**src/rtl/vend_pkg.sv**
```systemverilog
// Shared definitions for the change dispenser: state encoding, tube indices,
// default denominations and the saturating tube-count update.
package vend_pkg;

    localparam logic [2:0] ST_IDLE     = 3'd0;
    localparam logic [2:0] ST_SELECT   = 3'd1;
    localparam logic [2:0] ST_FIRE     = 3'd2;
    localparam logic [2:0] ST_WAIT_ACK = 3'd3;
    localparam logic [2:0] ST_DONE     = 3'd4;
    localparam logic [2:0] ST_FAULT    = 3'd5;

    typedef enum logic [2:0] {
        IDLE     = ST_IDLE,
        SELECT   = ST_SELECT,
        FIRE     = ST_FIRE,
        WAIT_ACK = ST_WAIT_ACK,
        DONE     = ST_DONE,
        FAULT    = ST_FAULT
    } state_e;

    localparam logic [1:0] TUBE0 = 2'd0;
    localparam logic [1:0] TUBE1 = 2'd1;
    localparam logic [1:0] TUBE2 = 2'd2;

    localparam int unsigned DEF_DENOM0      = 1;
    localparam int unsigned DEF_DENOM1      = 2;
    localparam int unsigned DEF_DENOM2      = 5;
    localparam int unsigned DEF_INIT_STOCK  = 8;
    localparam int unsigned DEF_ACK_TIMEOUT = 16;

    // Refill and ack-decrement may land together; add first so the sum saturates once.
    function automatic logic [3:0] stock_next(input logic [3:0] cur, input logic add_en,
                                              input logic [3:0] add, input logic dec);
        logic [4:0] sum;
        sum = {1'b0, cur} + (add_en ? {1'b0, add} : 5'd0);
        if (dec && (sum != 5'd0)) begin
            sum = sum - 5'd1;
        end
        return (sum > 5'd15) ? 4'd15 : sum[3:0];
    endfunction

endpackage

```
**src/rtl/change_dispenser_coin_selector.sv**
```systemverilog
// Combinational greedy pick: highest-value tube whose coin fits the amount owed
// and that still holds at least one coin.
module coin_selector
    import vend_pkg::*;
#(
    parameter int unsigned DENOM0 = DEF_DENOM0,
    parameter int unsigned DENOM1 = DEF_DENOM1,
    parameter int unsigned DENOM2 = DEF_DENOM2
) (
    input  logic [7:0] remaining_i,
    input  logic [3:0] stock0_i,
    input  logic [3:0] stock1_i,
    input  logic [3:0] stock2_i,
    output logic [1:0] sel_o,
    output logic       found_o
);

    localparam logic [7:0] D0 = 8'(DENOM0);
    localparam logic [7:0] D1 = 8'(DENOM1);
    localparam logic [7:0] D2 = 8'(DENOM2);

    // Later assignments override earlier ones, so the largest fitting tube wins.
    always_comb begin
        sel_o   = TUBE0;
        found_o = 1'b0;
        if ((stock0_i != 4'd0) && (D0 <= remaining_i)) begin
            sel_o   = TUBE0;
            found_o = 1'b1;
        end
        if ((stock1_i != 4'd0) && (D1 <= remaining_i)) begin
            sel_o   = TUBE1;
            found_o = 1'b1;
        end
        if ((stock2_i != 4'd0) && (D2 <= remaining_i)) begin
            sel_o   = TUBE2;
            found_o = 1'b1;
        end
    end

endmodule

```
**src/rtl/change_dispenser.sv**
```systemverilog
// Pays a change request out coin by coin to a three-tube hopper; first coin_fire two cycles after request,
// then one coin per hopper_ack. Defining CHANGE_DISPENSER_STATS_EN adds coins_paid/value_paid counters.
module change_dispenser
    import vend_pkg::*;
#(
    parameter int unsigned DENOM0      = DEF_DENOM0,
    parameter int unsigned DENOM1      = DEF_DENOM1,
    parameter int unsigned DENOM2      = DEF_DENOM2,
    parameter int unsigned INIT_STOCK  = DEF_INIT_STOCK,
    parameter int unsigned ACK_TIMEOUT = DEF_ACK_TIMEOUT
) (
    input  logic        clk,
    input  logic        rst,
    input  logic        change_req,
    input  logic [7:0]  change_amount,
    input  logic        hopper_ack,
    input  logic        refill,
    input  logic [1:0]  refill_sel,
    input  logic [3:0]  refill_count,
    output logic        busy,
    output logic        coin_fire,
    output logic [1:0]  coin_sel,
    output logic [7:0]  remaining,
    output logic        done_pulse,
    output logic        short_flag,
    output logic        jam_flag,
`ifdef CHANGE_DISPENSER_STATS_EN
    output logic [15:0] coins_paid,
    output logic [15:0] value_paid,
`endif
    output logic [3:0]  stock0,
    output logic [3:0]  stock1,
    output logic [3:0]  stock2
);

    localparam int unsigned      TW         = $clog2(ACK_TIMEOUT + 1);
    localparam logic [TW-1:0]    TIMER_LAST = TW'(ACK_TIMEOUT - 1);
    localparam logic [3:0]       STOCK_RST  = 4'(INIT_STOCK);

    state_e        state_q, state_d;
    logic [7:0]    remaining_q, remaining_d;
    logic [1:0]    tube_q, tube_d;
    logic [1:0]    coin_sel_q, coin_sel_d;
    logic [TW-1:0] timer_q, timer_d;
    logic          short_q, short_d;
    logic          jam_q, jam_d;
    logic          done_q, done_d;
    logic          busy_q, fire_q;
    logic [3:0]    stock_q [3];
    logic [3:0]    stock_d [3];
    logic          ack_dec;
    logic [1:0]    pick;
    logic          found;
    logic [7:0]    denom_sel;

    coin_selector #(
        .DENOM0 (DENOM0),
        .DENOM1 (DENOM1),
        .DENOM2 (DENOM2)
    ) u_coin_selector (
        .remaining_i (remaining_q),
        .stock0_i    (stock_q[0]),
        .stock1_i    (stock_q[1]),
        .stock2_i    (stock_q[2]),
        .sel_o       (pick),
        .found_o     (found)
    );

    always_comb begin
        case (tube_q)
            TUBE1:   denom_sel = 8'(DENOM1);
            TUBE2:   denom_sel = 8'(DENOM2);
            default: denom_sel = 8'(DENOM0);
        endcase
    end

    always_comb begin
        state_d     = state_q;
        remaining_d = remaining_q;
        tube_d      = tube_q;
        coin_sel_d  = coin_sel_q;
        timer_d     = timer_q;
        short_d     = short_q;
        jam_d       = jam_q;
        done_d      = 1'b0;
        ack_dec     = 1'b0;
        case (state_q)
            IDLE: begin
                if (change_req) begin
                    short_d = 1'b0;
                    jam_d   = 1'b0;
                    if (change_amount != 8'd0) begin
                        remaining_d = change_amount;
                        state_d     = SELECT;
                    end else begin
                        done_d = 1'b1;
                    end
                end
            end
            SELECT: begin
                if (remaining_q == 8'd0) begin
                    done_d  = 1'b1;
                    state_d = DONE;
                end else if (found) begin
                    tube_d     = pick;
                    coin_sel_d = pick;
                    state_d    = FIRE;
                end else begin
                    short_d = 1'b1;
                    state_d = FAULT;
                end
            end
            FIRE: begin
                timer_d = '0;
                state_d = WAIT_ACK;
            end
            WAIT_ACK: begin
                if (hopper_ack) begin
                    ack_dec     = 1'b1;
                    remaining_d = remaining_q - denom_sel;
                    state_d     = SELECT;
                end else if (timer_q == TIMER_LAST) begin
                    jam_d   = 1'b1;
                    state_d = FAULT;
                end else begin
                    timer_d = timer_q + 1'b1;
                end
            end
            default: state_d = IDLE;
        endcase
    end

    always_comb begin
        for (int i = 0; i < 3; i++) begin
            stock_d[i] = stock_next(stock_q[i], refill && (refill_sel == 2'(i)), refill_count,
                                    ack_dec && (tube_q == 2'(i)));
        end
    end

    // Outputs are registered from next-state so they line up with the state they describe.
    always_ff @(posedge clk or posedge rst) begin
        if (rst) begin
            state_q     <= IDLE;
            remaining_q <= 8'd0;
            tube_q      <= TUBE0;
            coin_sel_q  <= TUBE0;
            timer_q     <= '0;
            short_q     <= 1'b0;
            jam_q       <= 1'b0;
            done_q      <= 1'b0;
            busy_q      <= 1'b0;
            fire_q      <= 1'b0;
            for (int i = 0; i < 3; i++) begin
                stock_q[i] <= STOCK_RST;
            end
        end else begin
            state_q     <= state_d;
            remaining_q <= remaining_d;
            tube_q      <= tube_d;
            coin_sel_q  <= coin_sel_d;
            timer_q     <= timer_d;
            short_q     <= short_d;
            jam_q       <= jam_d;
            done_q      <= done_d;
            busy_q      <= (state_d != IDLE);
            fire_q      <= (state_d == FIRE);
            for (int i = 0; i < 3; i++) begin
                stock_q[i] <= stock_d[i];
            end
        end
    end

`ifdef CHANGE_DISPENSER_STATS_EN
    logic [15:0] coins_q, value_q;

    always_ff @(posedge clk or posedge rst) begin
        if (rst) begin
            coins_q <= 16'd0;
            value_q <= 16'd0;
        end else if (ack_dec) begin
            coins_q <= coins_q + 16'd1;
            value_q <= value_q + {8'd0, denom_sel};
        end
    end

    assign coins_paid = coins_q;
    assign value_paid = value_q;
`endif

    assign busy       = busy_q;
    assign coin_fire  = fire_q;
    assign coin_sel   = coin_sel_q;
    assign remaining  = remaining_q;
    assign done_pulse = done_q;
    assign short_flag = short_q;
    assign jam_flag   = jam_q;
    assign stock0     = stock_q[0];
    assign stock1     = stock_q[1];
    assign stock2     = stock_q[2];

endmodule
```
**config.mk**
```make
export PLATFORM = sky130hd
export DESIGN_NAME = change_dispenser
export DESIGN_NICKNAME = d
export VERILOG_FILES = /design/src/rtl/vend_pkg.sv /design/src/rtl/change_dispenser_coin_selector.sv /design/src/rtl/change_dispenser.sv
export SDC_FILE = /design/constraint.sdc
export NUM_CORES = 1
export LEC_CHECK = 0
export ABC_AREA = 1
export CORE_AREA = 2 2 87 89
export CTS_CLUSTER_SIZE = 30
export DETAILED_ROUTE_END_ITERATION = 8
export DIE_AREA = 0 0 89 91
export GPL_ROUTABILITY_DRIVEN = 0
export PLACE_DENSITY = 0.67
export SETUP_SLACK_MARGIN = 0.4
export SLEW_MARGIN = 10
export SYNTH_ARGS = -nofsm -noshare
export SYNTH_HDL_FRONTEND = slang
export SYNTH_SLANG_ARGS = --single-unit
```
**constraint.sdc**
```tcl
create_clock -name clk -period 1.9 [get_ports clk]
set_input_delay 0.285 -clock clk [delete_from_list [all_inputs] [get_ports clk]]
set_output_delay 0.285 -clock clk [all_outputs]
set_load 0.05 [all_outputs]
```
==> After elaboration in Yosys (flattened, before gate mapping) <==
Cells that the tools add are included.
{ "classes": {"n_bitwise": 1, "n_mux": 42, "magnitude_cmp": 6, "n_reduce_logical": 32, "addsub": 8, "eq_ne": 17} }
{ "op_table": {"columns": ["cell", "n"], "rows": [
  ["$mux W5", 5],
  ["$mux W4", 6],
  ["$mux W8", 3],
  ["$mux W3", 6],
  ["$ne A2 B2 Y1 const B", 8],
  ["$pmux W8 S2", 1],
  ["$add A4 B4 Y5", 3],
  ["$gt A5 B4 Y1 const B", 3],
  ["$reduce_bool A5 Y1", 3],
  ["$sub A5 B1 Y5 const B", 3],
  ["$mux W1", 14],
  ["$logic_and A1 B1 Y1", 12],
  ["$pmux W3 S4", 1],
  ["$reduce_and A4 Y1", 3],
  ["$reduce_bool A4 Y1", 3],
  ["$pmux W5 S2", 1],
  ["$eq A3 B2 Y1 const B", 3],
  ["$le A1 B8 Y1 const A", 1],
  ["$le A2 B8 Y1 const A", 1],
  ["$le A3 B8 Y1 const A", 1],
  ["$logic_not A8 Y1", 1],
  ["$reduce_bool A8 Y1", 1],
  ["$sub A8 B8 Y8", 1],
  ["$pmux W1 S2", 3],
  ["13 further kinds", 19]
]} }
{ "totals": {"wordCells": 118, "ff_bits": 35, "inputBits": 19, "output_inout_bits": 27} }

==> Depth between registers and ports, before layout <==
{ "depth": {"ltp_word": 9, "ltp_mapped": 16} }

==> Modules after synthesis <==
From an unflattened synthesis, not the netlist that was laid out.
{ "unflattened": {"hier_cells": 434, "hier_area_um2": 2950.3} }
{ "by_module_without_submodules": {"columns": ["module", "cells_per_inst", "seq_area_each_um2", "n_inst", "area_per_inst_um2"], "rows": [
  ["change_dispenser", 401, 879.6, 1, 2800.2],
  ["coin_selector", 33, 0.0, 1, 150.1]
]} }

==> Least setup slack after synthesis <==
OpenSTA, ideal clock, no wires.
{ "synth_path": {"path_type": "register to register", "from": "register coin_sel[0] (netlist name)", "to": "register remaining_q[6], in the netlist remaining[6]", "path_slack_ns": -0.518, "path_buffers": 0, "stages_incl_launch_ff": 13, "arrival_time_ns": 2.294, "required_ns": 1.776, "period_less_slack_ns": 2.418, "setup_time_ns": 0.124, "path_cell_list": "dfrtp_1 -> inv_1 -> nor2_1 -> inv_1 -> ha_1 -> fa_1 -> nor2_1 -> nor2_1 -> nand2_1 -> xor2_1 -> nand2_1 -> o211ai_1 -> nand2_1"} }
{ "synth_rtl": {"columns": ["item", "line", "source"], "rows": [
  ["end signal, assigned", "change_dispenser.sv:158", "remaining_q <= remaining_d;"],
  ["end, declared", "change_dispenser.sv:41", "logic [7:0] remaining_q, remaining_d;"]
]} }

==> flow_summary.rst <==
.. list-table::
   :header-rows: 1

   * - Metric
     - Value
   * - CP Data Arrival Time
     - 2.25 ns
   * - Netlist Area Pre-Place
     - 2723 um^2
   * - Mapped Avg Cell Area
     - 6.981 um^2
   * - Most used DFF post-synth
     - dfrtp_1
   * - Layout Cell Area excl Fill
     - 4113 um^2
   * - Number of pins with negative max-slew slack in the final report
     - 0
   * - Antenna fix cells
     - 0
   * - Aggregate routed wire length
     - 7.280 mm
   * - Post-route DRC violation count
     - 0
   * - Total instance count after detailed placement
     - 567
   * - Maximum fanout encountered on the critical timing path
     - 3
   * - Path category of the worst min-delay check
     - in2async
   * - Final setup violation count
     - 12
   * - Starting DRC count in detailed routing
     - 101
   * - Iteration count of the initial detailed-routing pass
     - 4
   * - Cell area after placement
     - 3719 um^2
   * - Root Buffer
     - clkbuf_8
   * - Cells along the critical path
     - buf_12 -> inv_12 -> buf_4 -> nand2_2 -> nor2_1 -> inv_1 -> buf_4 -> nor2_4 -> inv_2 -> fa_1 -> ha_2 -> inv_2 -> nor2_4 -> nand3_1 -> nand2_2 -> nand3_1
   * - Worst clock skew
     - about 0.0098 ns
   * - Detailed-route vias per instance
     - 4.678
   * - Filler-free cell count of the finished design
     - 597
   * - Std-Cell Core Area
     - 7137 um^2
   * - Final critical-path share of the clock period
     - 108.6%
   * - Async S/R FF share, synth
     - 100.0%
   * - Site row count
     - 31
   * - H-tree depth
     - 2
   * - Sink Count
     - 35
   * - Worst setup slack for register-to-register paths
     - -0.08 ns
   * - Detailed-placement wirelength estimate
     - approximately 5.5 mm
   * - Max rail drop VDD
     - around 940 uV
   * - Area growth from synthesis to layout
     - 51.06%
   * - Slowest cell on the critical path
     - fa_1
   * - Kind of start point of the critical path
     - input pin
   * - Synthesis warning total
     - 0
   * - Total vias in the final route
     - 2,793
   * - Highest clock frequency the design can meet
     - 484.6 MHz
   * - Floorplan die height
     - 91 um
   * - Number of buffers inserted during clock tree synthesis
     - 5
   * - Top cell type's share of synthesized area
     - 29.41%
   * - Transition time of the tightest slew-check pin
     - 0.4971 ns
   * - CP delay by family, top
     - adder cells
   * - Global-route wire length before repair
     - 12.00 mm
   * - Gr ovfl total
     - 0
   * - Static power due to leakage
     - 0.001986 uW
   * - Max clock buf depth
     - 2
   * - Violated checks
     - setup timing
   * - Post-layout worst setup margin
     - -0.1634 ns
   * - Die extent in x
     - 89 um
   * - Wire length per cell
     - 12.19 um
   * - Post-Synthesis Cells
     - 390
   * - Hold buffer count at CTS
     - 0
   * - Final worst path period need
     - 2.063 ns
   * - Antenna viol nets, final
     - 0
   * - Proportion of synthesized chip area in sequential cells
     - 32.31%
   * - Leading cell types in the layout, fill and taps excluded
     - 92 x nand2_1, 62 x buf_4, 48 x inv_1
   * - Number of buffer and inverter instances along the worst setup path
     - 7
   * - Commonest non-fill, non-tap cell in the layout
     - nand2_1
   * - Nets
     - 540
   * - Share of layout cells above drive strength 1
     - 38.35%
   * - Die ar.
     - 8099 um^2
   * - Run status
     - finished with violations
   * - WP data required
     - about 2.1 ns
   * - Biggest area consumer among synthesized cells
     - dfrtp_1
   * - #FFs+latches synth
     - 35
   * - Pin count of the biggest net entering global routing
     - 36
   * - Vias in the first global route
     - roughly 2,700
   * - Antenna violations before repair
     - 0
   * - Max capacitance violation total
     - 0
   * - Total GRT Usage
     - between 10% and 20%
   * - Distinct cells, synth
     - 37
   * - Number of flops mapped to enable cells by yosys
     - 0
   * - RSZ-0062 raised after global routing
     - yes
   * - Clock-pin transition on the worst setup and hold timing paths
     - roughly 0.080 ns
   * - Port Buf Inserts
     - 45
   * - Worst-case headroom to the max-slew limit
     - 66.99%
   * - Clock latency on the worst-skew pair
     - 0.30 ns
   * - I/O pin total
     - 46
   * - TritonCTS clock tree
     - built
   * - Largest stage delay on the critical path
     - 0.55 ns
   * - Filler cells
     - 686
   * - Syn Nets
     - 433
   * - Endpoint type of the worst setup path
     - flop
   * - Power per unit of standard cell area
     - roughly 1700 nW/um^2
   * - Starting utilization of the core area
     - 38.15%
   * - Number of hold violations in the final report
     - 0
   * - Top area cells in the synthesized netlist
     - dfrtp_1 29%, nand2_1 14%, ha_1 9.2%, inv_1 8.5%, nor2_1 7.6%
   * - Worst setup path category
     - in2reg
[layout make-up]
| class | instances | area [um^2] | share of cell area, % |
|---|---|---|---|
| repair buffers | 102 | 849.6 | 20.66 |
| well taps | 99 | 123.9 | 3.012 |
| flip-flops and latches | 35 | 897.1 | 21.81 |
| clock inverters | 2 | 12.51 | 0.3042 |
| multi-input cells | 289 | 1892 | 46.00 |
| clock buffers | 6 | 72.57 | 1.765 |
| inverters | 64 | 265.3 | 6.450 |
[per-layer routing]
metal	part of all wire, %	global-route usage, %	vias up
met5	0	0	-
met3	4.1	3.182	6
met2	49	31.97	55
li1	-	-	1454
met1	46	24.41	1278
met4	0.93	4.104	0
[kinds of logic after synthesis]
logic type | after synthesis | synth area share (%)
simple gates | 214 | 34.15
buf+inv | 66 | 9.145
compound gates | 44 | 10.02
flops | 35 | 32.31
fa+ha+maj | 24 | 12.13
xor+xnor | 7 | 2.252
[cells in the mapped netlist (3+ instances only)]
master / n
nor3_1: 3
a21oi_1: 11
nand2_1: 105
nor2_1: 55
nand3b_1: 6
inv_1: 62
nand3_1: 33
fa_1: 4
o211ai_1: 3
xnor2_1: 3
o21ai_0: 15
ha_1: 20
dfrtp_1: 32
xor2_1: 4
dfstp_2: 3
[state kept, by name, indices dropped and copies added (netlist names)]
register and count:
busy 1, coin_fire 1, coin_sel 2, done_pulse 1, jam_flag 1, remaining 8
short_flag 1, state_q 3, stock0 4, stock1 4, stock2 4, timer_q 5
[worst register-to-register path, stage by stage (launching register included)]
cell and delay [ns]:
dfrtp_2 0.36, ha_2 0.18, inv_2 0.04, fa_1 0.53, ha_2 0.20, a21boi_4 0.20
nand3_4 0.12, nand2_4 0.10, nand2_1 0.05, nand2_1 0.05, nand2_1 0.04
[report_power, final]
part	internal, uW	switching [uW]	total [uW]
sequential	1100	330	1430
combinational	2010	2960	4970
clock	256	291	547
total	3370	3580	6960
[what timing repair did]
item / in CTS / in global routing
buffers inserted: 11 / 11
cloned: 0 / 0
pin swaps: 33 / 21
gates resized for setup: 86 / 53
endpoints found under the setup margin: 50 / 42
[stage by stage]
step           utilization [%]  TNS (ns)  total power [uW]  hold slack, ns  setup slack [ns]
2_1_floorplan                -    -2.164              4438          0.4362           -0.2433
3_3_place_gp             52.10    -11.03              5850          0.5062           -0.9892
3_5_place_dp             52.10    -11.74              5934          0.5028            -1.064
4_1_cts                  55.29    -1.952              6567          0.4134           -0.2550
5_1_grt                  57.63    -3.235              7510          0.4424           -0.2983
6_report                 57.63    -1.616              6955          0.3935           -0.1634
[path summary, 6_finish.rpt]
check / startpoint / depth (start not counted) / endpoint
max: refill_sel[0] / 16 / stock2[1]
min: rst / 3 / state_q[1]
max reg2reg: stock1[0] / 10 / stock1[2]
min reg2reg: short_flag / 2 / short_flag
max in group asynchronous: rst / 3 / stock1[3]
min in group clk: short_flag / 2 / short_flag
(Power assumes the default switching activity.)
